$ cat src/rtl/pc_call_stack.sv
// Program counter with a hardware return-address stack for the Computer16 fetch path.
// One command per cycle: stall > load > call > ret > inc > hold; reset overrides all.
module pc_call_stack #(
  parameter int                 WIDTH        = 16,
  parameter int                 DEPTH        = 8,
  parameter logic [WIDTH-1:0]   STEP         = WIDTH'(1),
  parameter logic [WIDTH-1:0]   RESET_VECTOR = '0
) (
  input  logic                         clock,
  input  logic                         reset,
  input  logic [WIDTH-1:0]             in,
  input  logic                         load,
  input  logic                         inc,
  input  logic                         call,
  input  logic                         ret,
  input  logic                         stall,
  output logic [WIDTH-1:0]             out,
  output logic [$clog2(DEPTH+1)-1:0]   depth,
  output logic                         stack_empty,
  output logic                         stack_full,
  output logic                         overflow,
  output logic                         underflow
);

  localparam int DW = $clog2(DEPTH+1);
  localparam int AW = (DEPTH > 1) ? $clog2(DEPTH) : 1;

  logic [WIDTH-1:0] stack_q [DEPTH];
  logic [WIDTH-1:0] out_q, out_d;
  logic [DW-1:0]    depth_q, depth_d;
  logic             ovf_q, ovf_d;
  logic             unf_q, unf_d;

  logic             full, empty;
  logic             push_en;
  logic [AW-1:0]    push_idx, pop_idx;
  logic [WIDTH-1:0] ret_addr;

  assign full     = (depth_q == DW'(DEPTH));
  assign empty    = (depth_q == '0);
  assign push_idx = AW'(depth_q);
  assign pop_idx  = AW'(depth_q - DW'(1));
  assign ret_addr = out_q + STEP;

  always_comb begin
    out_d   = out_q;
    depth_d = depth_q;
    ovf_d   = ovf_q;
    unf_d   = unf_q;
    push_en = 1'b0;
    if (!stall) begin
      if (load) begin
        out_d = in;
      end else if (call) begin
        // The jump happens even when the push must be dropped.
        out_d = in;
        if (full) begin
          ovf_d = 1'b1;
        end else begin
          push_en = 1'b1;
          depth_d = depth_q + DW'(1);
        end
      end else if (ret) begin
        if (empty) begin
          unf_d = 1'b1;
        end else begin
          out_d   = stack_q[pop_idx];
          depth_d = depth_q - DW'(1);
        end
      end else if (inc) begin
        out_d = out_q + STEP;
      end
    end
  end

  always_ff @(posedge clock) begin
    if (reset) begin
      out_q   <= RESET_VECTOR;
      depth_q <= '0;
      ovf_q   <= 1'b0;
      unf_q   <= 1'b0;
    end else begin
      out_q   <= out_d;
      depth_q <= depth_d;
      ovf_q   <= ovf_d;
      unf_q   <= unf_d;
      if (push_en) begin
        stack_q[push_idx] <= ret_addr;
      end
    end
  end

  assign out         = out_q;
  assign depth       = depth_q;
  assign stack_empty = empty;
  assign stack_full  = full;
  assign overflow    = ovf_q;
  assign underflow   = unf_q;

endmodule

$ cat config.mk
export PLATFORM = sky130hd
export DESIGN_NAME = pc_call_stack
export DESIGN_NICKNAME = d
export VERILOG_FILES = /design/src/rtl/pc_call_stack.sv
export SDC_FILE = /design/constraint.sdc
export NUM_CORES = 1
export LEC_CHECK = 0
export ABC_CLOCK_PERIOD_IN_PS = 4500
export BUFFER_PORTS_ARGS = -buffer_cell sky130_fd_sc_hd__buf_2
export CORE_MARGIN = 3
export CORE_UTILIZATION = 40
export CTS_BUF_LIST = sky130_fd_sc_hd__clkbuf_2 sky130_fd_sc_hd__clkbuf_4 sky130_fd_sc_hd__clkbuf_8
export DETAILED_ROUTE_END_ITERATION = 12
export GPL_TIMING_DRIVEN = 0
export PLACE_DENSITY = 0.67
export SYNTH_ARGS = -nofsm -noshare
export SYNTH_HDL_FRONTEND = slang
export SYNTH_SLANG_ARGS = --single-unit
$ cat constraint.sdc
create_clock -name clock -period 4.5 [get_ports clock]
set_input_delay 0.9 -clock clock [delete_from_list [all_inputs] [get_ports clock]]
set_output_delay 0.9 -clock clock [all_outputs]
set_load 0.005 [all_outputs]
==> results by group, run 1 <==
Outcome
  • Status: finished, final reports clean

Route
  • Iter 0 DRT Violations: 419
  • DR DRC count: 0
  • Drt wl/cell: 23.0 µm
  • DRT antenna net count: 0
  • Pre-antenna DRT Iters: 5
  • Via density: 5.81
  • Post-Route WL: 16.2 mm
  • Vias: 4094

Cells and area
  • Fillers: 1349
  • Share of layout cells above drive strength 1: 0.308
  • Area of the multi-input gates: 0.00202 mm²
  • Most common cell after layout, fill and taps aside: edfxtp_1
  • # diodes: 0
  • Register area: 0.00428 mm²
  • Final core utilization: 0.483
  • Most frequent cells in the layout: 128 x edfxtp_1, 56 x buf_2, 32 x mux4_2, 27 x nand2_1, 25 x nor2_1
  • P&R area growth vs syn: 15.6%
  • Layout Nets: 508

Worst setup path
  • Arrival time worst endpoint: 3.57 ns
  • CP required: 4.81 ns
  • CP Launch Type: register
  • Worst-path fanout max: 10
  • R2R Path End: out[0]
  • CP Capture Type: register
  • Critical path type: reg -> reg
  • FF-to-FF Start: depth[0]
  • R2R Setup Slk: 1.24 ns
  • Reg2Reg Depth: 9

Global route
  • Vias in the first global route: 4133
  • GRT overflow: 0
  • Met2 Track Usage GR: 0.301
  • First-pass GRT wire length: 25.0 mm
  • M1 GR Usage: 0.258
  • Pin count of the biggest net entering global routing: 17
  • Initial antenna violation count: 0
  • Grt peak-use layer: met2
  • Met3 Usage GRT: 0.0461
  • GR Util All Layers: 0.190

Clock network
  • Post-cts resize count: 0
  • Total CTS buffers: 17
  • CTS tree: done
  • CTS Hold Bufs: 0
  • Postcts setup bufs: 0
  • Clock slew at the register clock pins of the worst setup and hold paths: 0.07 ns
  • Sink Count: 150
  • Clock Path Buffers: 2
  • H-tree levels: 4
  • Worst-Skew Late Latency: 0.44 ns
  • Clock root buffer: clkbuf_8

Synth
  • EDFF count, synth: 128
  • Cell type with the largest total area after synthesis: edfxtp_1
  • Yosys reg bits: 150
  • Warnings, synthesis: 0
  • Netlist Area Pre-Place: 0.00647 mm²
  • Syn Inst Count: 409
  • Main synth FF type: edfxtp_1
  • Syn avg cell area: 15.8 µm²
  • Post-synth top area share: 0.594
  • Synth top area cells: edfxtp_1 59%, mux4_2 11%, dfxtp_1 6.8%
  • Post-synthesis sequential area ratio: 0.662
  • Post-synth ARST share: 0
  • Yosys cell types: 58
  • Syn Nets: 436

Timing
  • Period utilization: 0.725
  • Period minus WS final: 3.26 ns
  • Final setup fails: 0
  • Fin Clk Skew: 0.00658 ns
  • Count of final hold-check violations: 0
  • Max transition margin: 0.140
  • Fin. max-slew vios: 0
  • Max Freq: 307 MHz
  • Slew of the pin with the lowest slew margin: 1.28 ns
  • Unrepaired setup endpoints after global routing: no
  • Worst Hold Slack: 0.473 ns

Power
  • Power per Cell Area: 370 mW/mm²
  • Worst IR Drop VDD: 0.214 mV
  • Cell Int Power: 2090 µW
  • NetSw: 675 µW
  • Sequential share of power: 0.566
  • Gate power share: 0.114
  • Leakage: 0.00253 µW
  • Switch share: 0.244
  • Clock share of power: 0.319

Flow run
  • Max Cap Viol: 0

Worst hold path
  • WHS Endpoint: underflow
  • Hold_sp: underflow
  • Worst hold path type: reg -> reg
  • Cell depth of the worst hold path: 2

Placement
  • RD Place Congestion: 0.860
  • DP HPWL: 11.4 mm
  • IO Port Bufs: 43

Die
  • Die height: 133 µm
  • Core Rows: 45
  • Total core area: 0.0155 mm²
  • I/O pin cnt: 47
  • Die ar.: 0.0177 mm²
  • Initial Util: 0.418
  • Die X: 133 µm
-- registers in the layout (all words and copies together), names as in the netlist --
register   cells
underflow      1
depth          4
overflow       1
out           16
stack_q      128
-- worst max-delay path by stage --
| stage | endpoint | from | slack [ns] | cells after the start |
|---|---|---|---|---|
| after floorplan | stack_q[1][0] | stall | 1.32 | 6 |
| after global placement | stack_q[1][4] | stall | -0.09 | 7 |
| after detailed placement | stack_q[0][4] | stall | 1.24 | 9 |
| after CTS | out[0] | depth[0] | 1.28 | 9 |
| after global routing | out[0] | depth[0] | 1.01 | 9 |
| final | out[0] | depth[0] | 1.24 | 9 |
-- kinds of logic (layout without fill, tap and decap cells) --
family | count (synthesis) | after routing | share of synthesized area
xor gates and xnor gates | 19 | 19 | 0.0286
AOI/OAI and AO/OA | 62 | 62 | 0.0733
DFF | 150 | 150 | 0.662
buffers and inverters | 33 | 118 | 0.0294
muxes | 37 | 37 | 0.119
and+or+nand+nor | 104 | 104 | 0.0795
adders and majority gates | 4 | 4 | 0.00774
-- cells in the mapped netlist, types with 2 or more instances --
cell / instances
a2111oi_2: 2
a211o_1: 2
a211oi_1: 5
a21o_1: 2
a21oi_1: 9
a221oi_1: 2
a311oi_1: 2
a31o_1: 2
a31oi_1: 5
a32oi_1: 3
and3_1: 4
and4_1: 3
buf_1: 3
buf_2: 13
buf_6: 4
clkbuf_1: 4
dfxtp_1: 22
edfxtp_1: 128
ha_1: 4
inv_1: 6
mux2i_1: 5
mux4_2: 32
nand2_1: 27
nand2b_1: 3
nand3_1: 11
nand4_1: 5
nor2_1: 31
nor2b_1: 2
nor3_1: 9
nor3b_2: 2
nor4_1: 2
o21a_1: 4
o21ai_0: 5
o221ai_1: 2
o22a_1: 2
o22ai_1: 4
xnor2_1: 12
xor2_1: 6
-- critical path, stage by stage (launching register included) --
cell	delay, ns
dfxtp_1	0.38
buf_6	0.22
buf_4	0.28
inv_1	0.13
ha_1	0.32
xnor2_1	1.02
nand2_1	0.26
o221a_1	0.30
a21oi_1	0.12
o32ai_1	0.09
-- per-layer routing --
layer / vias up / part of all wire
li1: 1765 / -
met1: 2072 / 0.41
met2: 221 / 0.48
met3: 36 / 0.082
met4: 0 / 0.023
met5: - / 0
-- per-stage QoR --
stage | TNS, ns | area (µm²) | power (µW) | std cells | setup WS (ns)
finish | 0 | 7470 | 2760 | 705 | 1.24
global route | 0 | 7470 | 2870 | 705 | 1.01
CTS | 0 | 7470 | 2770 | 705 | 1.28
detailed placement | 0 | 7150 | 1910 | 673 | 1.24
global placement | -2.82 | 6950 | 1890 | 663 | -0.0893
floorplan | 0 | 6470 | 1790 | 409 | 1.32
-- final cells by class --
type,instances,share of cell area
clock inverter,7,0.00469
buffer,26,0.0219
multi-input combinational,226,0.270
clock buffer,25,0.0393
timing repair buffer,53,0.0519
sequential,150,0.573
inverter,7,0.00352
tap,211,0.0353
-- power groups by stage --
stage | logic, µW | registers [µW] | clock network, µW
after global routing | 340 | 1570 | 964
after detailed placement | 312 | 1600 | 0
after floorplan | 202 | 1590 | 0
after CTS | 314 | 1560 | 895
after global placement | 299 | 1590 | 0
final | 316 | 1570 | 882
Note: power is estimated with default switching activity, not from simulation.
==> inputs of run 2 (changes only) <==
Settings changed: ABC_CLOCK_PERIOD_IN_PS 4500 to 3200.
Clock period 4.5 ns to 3.2 ns, I/O delays scaled along.
==> results by group, run 2 (synthesis results as in run 1) <==
Worst setup path
  • Crit-path max cell delay: 0.53 ns (-0.49 ns)
  • Arrival time worst endpoint: 3.10 ns (-0.47 ns)
  • Cell family with the largest share of critical-path delay: simple AND/OR/NAND/NOR gates
  • CP Launch Type: register
  • Worst-path cell chain: buf_6 > inv_1 > ha_1 > and3b_2 > nor3_1 > nand2_1 > nor2_2 > buf_8
  • CP required: 3.35 ns (-1.46 ns)
  • Worst-path fanout max: 18 (+8)
  • Worst Path Buf+Inv: 3 (unchanged)
  • Critical path type: reg -> reg
  • CP Capture Type: register
  • Slowest-stage cell, CP: nor2_2

Die
  • I/O pin cnt: 47 (unchanged)
  • Total core area: 0.0155 mm² (unchanged)
  • Die height: 133 µm (unchanged)
  • Core Rows: 45 (unchanged)
  • Initial Util: 0.418 (unchanged)
  • Die X: 133 µm (unchanged)
  • Die ar.: 0.0177 mm² (unchanged)

Route
  • Iter 0 DRT Violations: 405 (-3.3%)
  • Post-Route WL: 16.2 mm (-0.40%)
  • DRT antenna net count: 0 (unchanged)
  • Vias: 4081 (-0.32%)
  • DR DRC count: 0 (unchanged)
  • Via density: 5.78 (-0.46%)
  • Pre-antenna DRT Iters: 7 (+2)
  • Drt wl/cell: 22.9 µm (-0.54%)

Global route
  • Pin count of the biggest net entering global routing: 17 (unchanged)
  • Vias in the first global route: 4142 (+0.22%)
  • First-pass GRT wire length: 25.1 mm (+0.11%)
  • Initial antenna violation count: 0 (unchanged)
  • GR Util All Layers: 0.191 (+0.000245)
  • GRT overflow: 0 (unchanged)

Timing
  • Fin Clk Skew: 0.00779 ns (+0.00122 ns)
  • Worst Hold Slack: 0.471 ns (-0.00229 ns)
  • Period utilization: 0.921 (+0.196)
  • Count of final hold-check violations: 0 (unchanged)
  • Max Freq: 339 MHz (+11%)
  • Max transition margin: 0.337 (+0.197)
  • Final setup fails: 0 (unchanged)
  • Period minus WS final: 2.95 ns (-0.316 ns)
  • Unrepaired setup endpoints after global routing: yes
  • Slew of the pin with the lowest slew margin: 0.987 ns (-0.294 ns)
  • Fin. max-slew vios: 0 (unchanged)

Power
  • Worst IR Drop VDD: 0.303 mV (+42%)
  • Switch share: 0.244 (-0.000438)
  • Leakage: 0.00253 µW (+0.12%)
  • Final Total Pwr: 3890 µW (+41%)
  • Sequential share of power: 0.567 (about the same)
  • NetSw: 948 µW (+40%)
  • Power per Cell Area: 518 mW/mm² (+40%)
  • Cell Int Power: 2940 µW (+41%)
  • Gate power share: 0.114 (about the same)
  • Clock share of power: 0.319 (about the same)

Placement
  • IO Port Bufs: 43 (unchanged)
  • DP HPWL: 11.4 mm (unchanged)
  • RD Place Congestion: 0.860 (unchanged)

Clock network
  • CTS Hold Bufs: 0 (unchanged)
  • H-tree levels: 4 (unchanged)
  • Clock Path Buffers: 2 (unchanged)
  • Worst-Skew Late Latency: 0.44 ns (about the same)
  • Sink Count: 150 (unchanged)
  • CTS tree: done
  • Total CTS buffers: 17 (unchanged)
  • Clock slew at the register clock pins of the worst setup and hold paths: 0.07 ns (about the same)
  • Clock root buffer: clkbuf_8

Cells and area
  • Most frequent cells in the layout: 128 x edfxtp_1, 54 x buf_2, 32 x mux4_2, 27 x nand2_1, 25 x nor2_1
  • Share of layout cells above drive strength 1: 0.311 (+0.00342)
  • Most common cell after layout, fill and taps aside: edfxtp_1
  • Biggest register: stack_q
  • Fillers: 1346 (-0.22%)
  • P&R area growth vs syn: 16.1%
  • Layout Nets: 509 (+0.20%)
  • Number of flip-flops in the largest register: 128 (unchanged)
  • # diodes: 0 (unchanged)

Flow run
  • Max Cap Viol: 0 (unchanged)

Worst hold path
  • Worst hold path type: in -> reg

Outcome
  • Status: finished, final reports clean
-- run 2: final cells by class --
class	count	area, µm²	share of cell area
plain buffers	25	161	0.0215
clock buffers	25	294	0.0392
clock inverters	7	35.0	0.00467
inverters	7	26.3	0.00350
multi-input cells	226	2040	0.272
flip-flops and latches	150	4280	0.571
well taps	211	264	0.0352
repair buffers	55	403	0.0537
-- run 2: stage by stage --
step | instance area, µm² | utilization | setup WS, ns | TNS (ns) | instances
4_1_cts | 7480 | 0.483 | 0.0347 | 0 | 705
2_1_floorplan | 6470 | - | 0.0568 | 0 | 409
6_report | 7510 | 0.485 | 0.253 | 0 | 706
5_1_grt | 7510 | 0.485 | -0.00537 | -0.0101 | 706
3_5_place_dp | 7150 | 0.461 | 0.0160 | 0 | 673
3_3_place_gp | 6950 | 0.449 | -1.26 | -88.36 | 663
-- run 2: repair_timing --
action | CTS | global route
pin swaps | 0 | 1
endpoints found under the setup margin | 1 | 61
resized for setup | 1 | 4
buffers inserted | 0 | 2
-- run 2: power groups by stage --
stage | Combinational [µW] | Clock [µW] | Sequential (µW)
floorplan | 284 | 0 | 2240
global placement | 420 | 0 | 2240
detailed placement | 439 | 0 | 2240
CTS | 443 | 1260 | 2200
global route | 481 | 1350 | 2200
finish | 444 | 1240 | 2200
-- run 2: final timing paths --
kind / startpoint / to / slack, ns / cells past startpoint
worst max-delay path: depth[0] / stack_q[5][13] / 0.25 / 8
worst min-delay path: in[0] / out[0] / 0.47 / 3
worst max register to register: depth[0] / stack_q[5][13] / 0.25 / 8
worst min register to register: underflow / underflow / 0.47 / 2
-- run 2: tightest hold or removal path: stages --
cell	delay [ns]
buf_2	0.08
a21oi_1	0.05
o32ai_1	0.10
-- run 2: routing by layer --
layer  vias to the layer above  wire length (µm)  GRT usage
met2                       226              7730      0.299
li1                       1775                 -          -
met5                         -                 0          0
met1                      2039              6630      0.259
met4                         0               426     0.0737
met3                        41              1390     0.0461
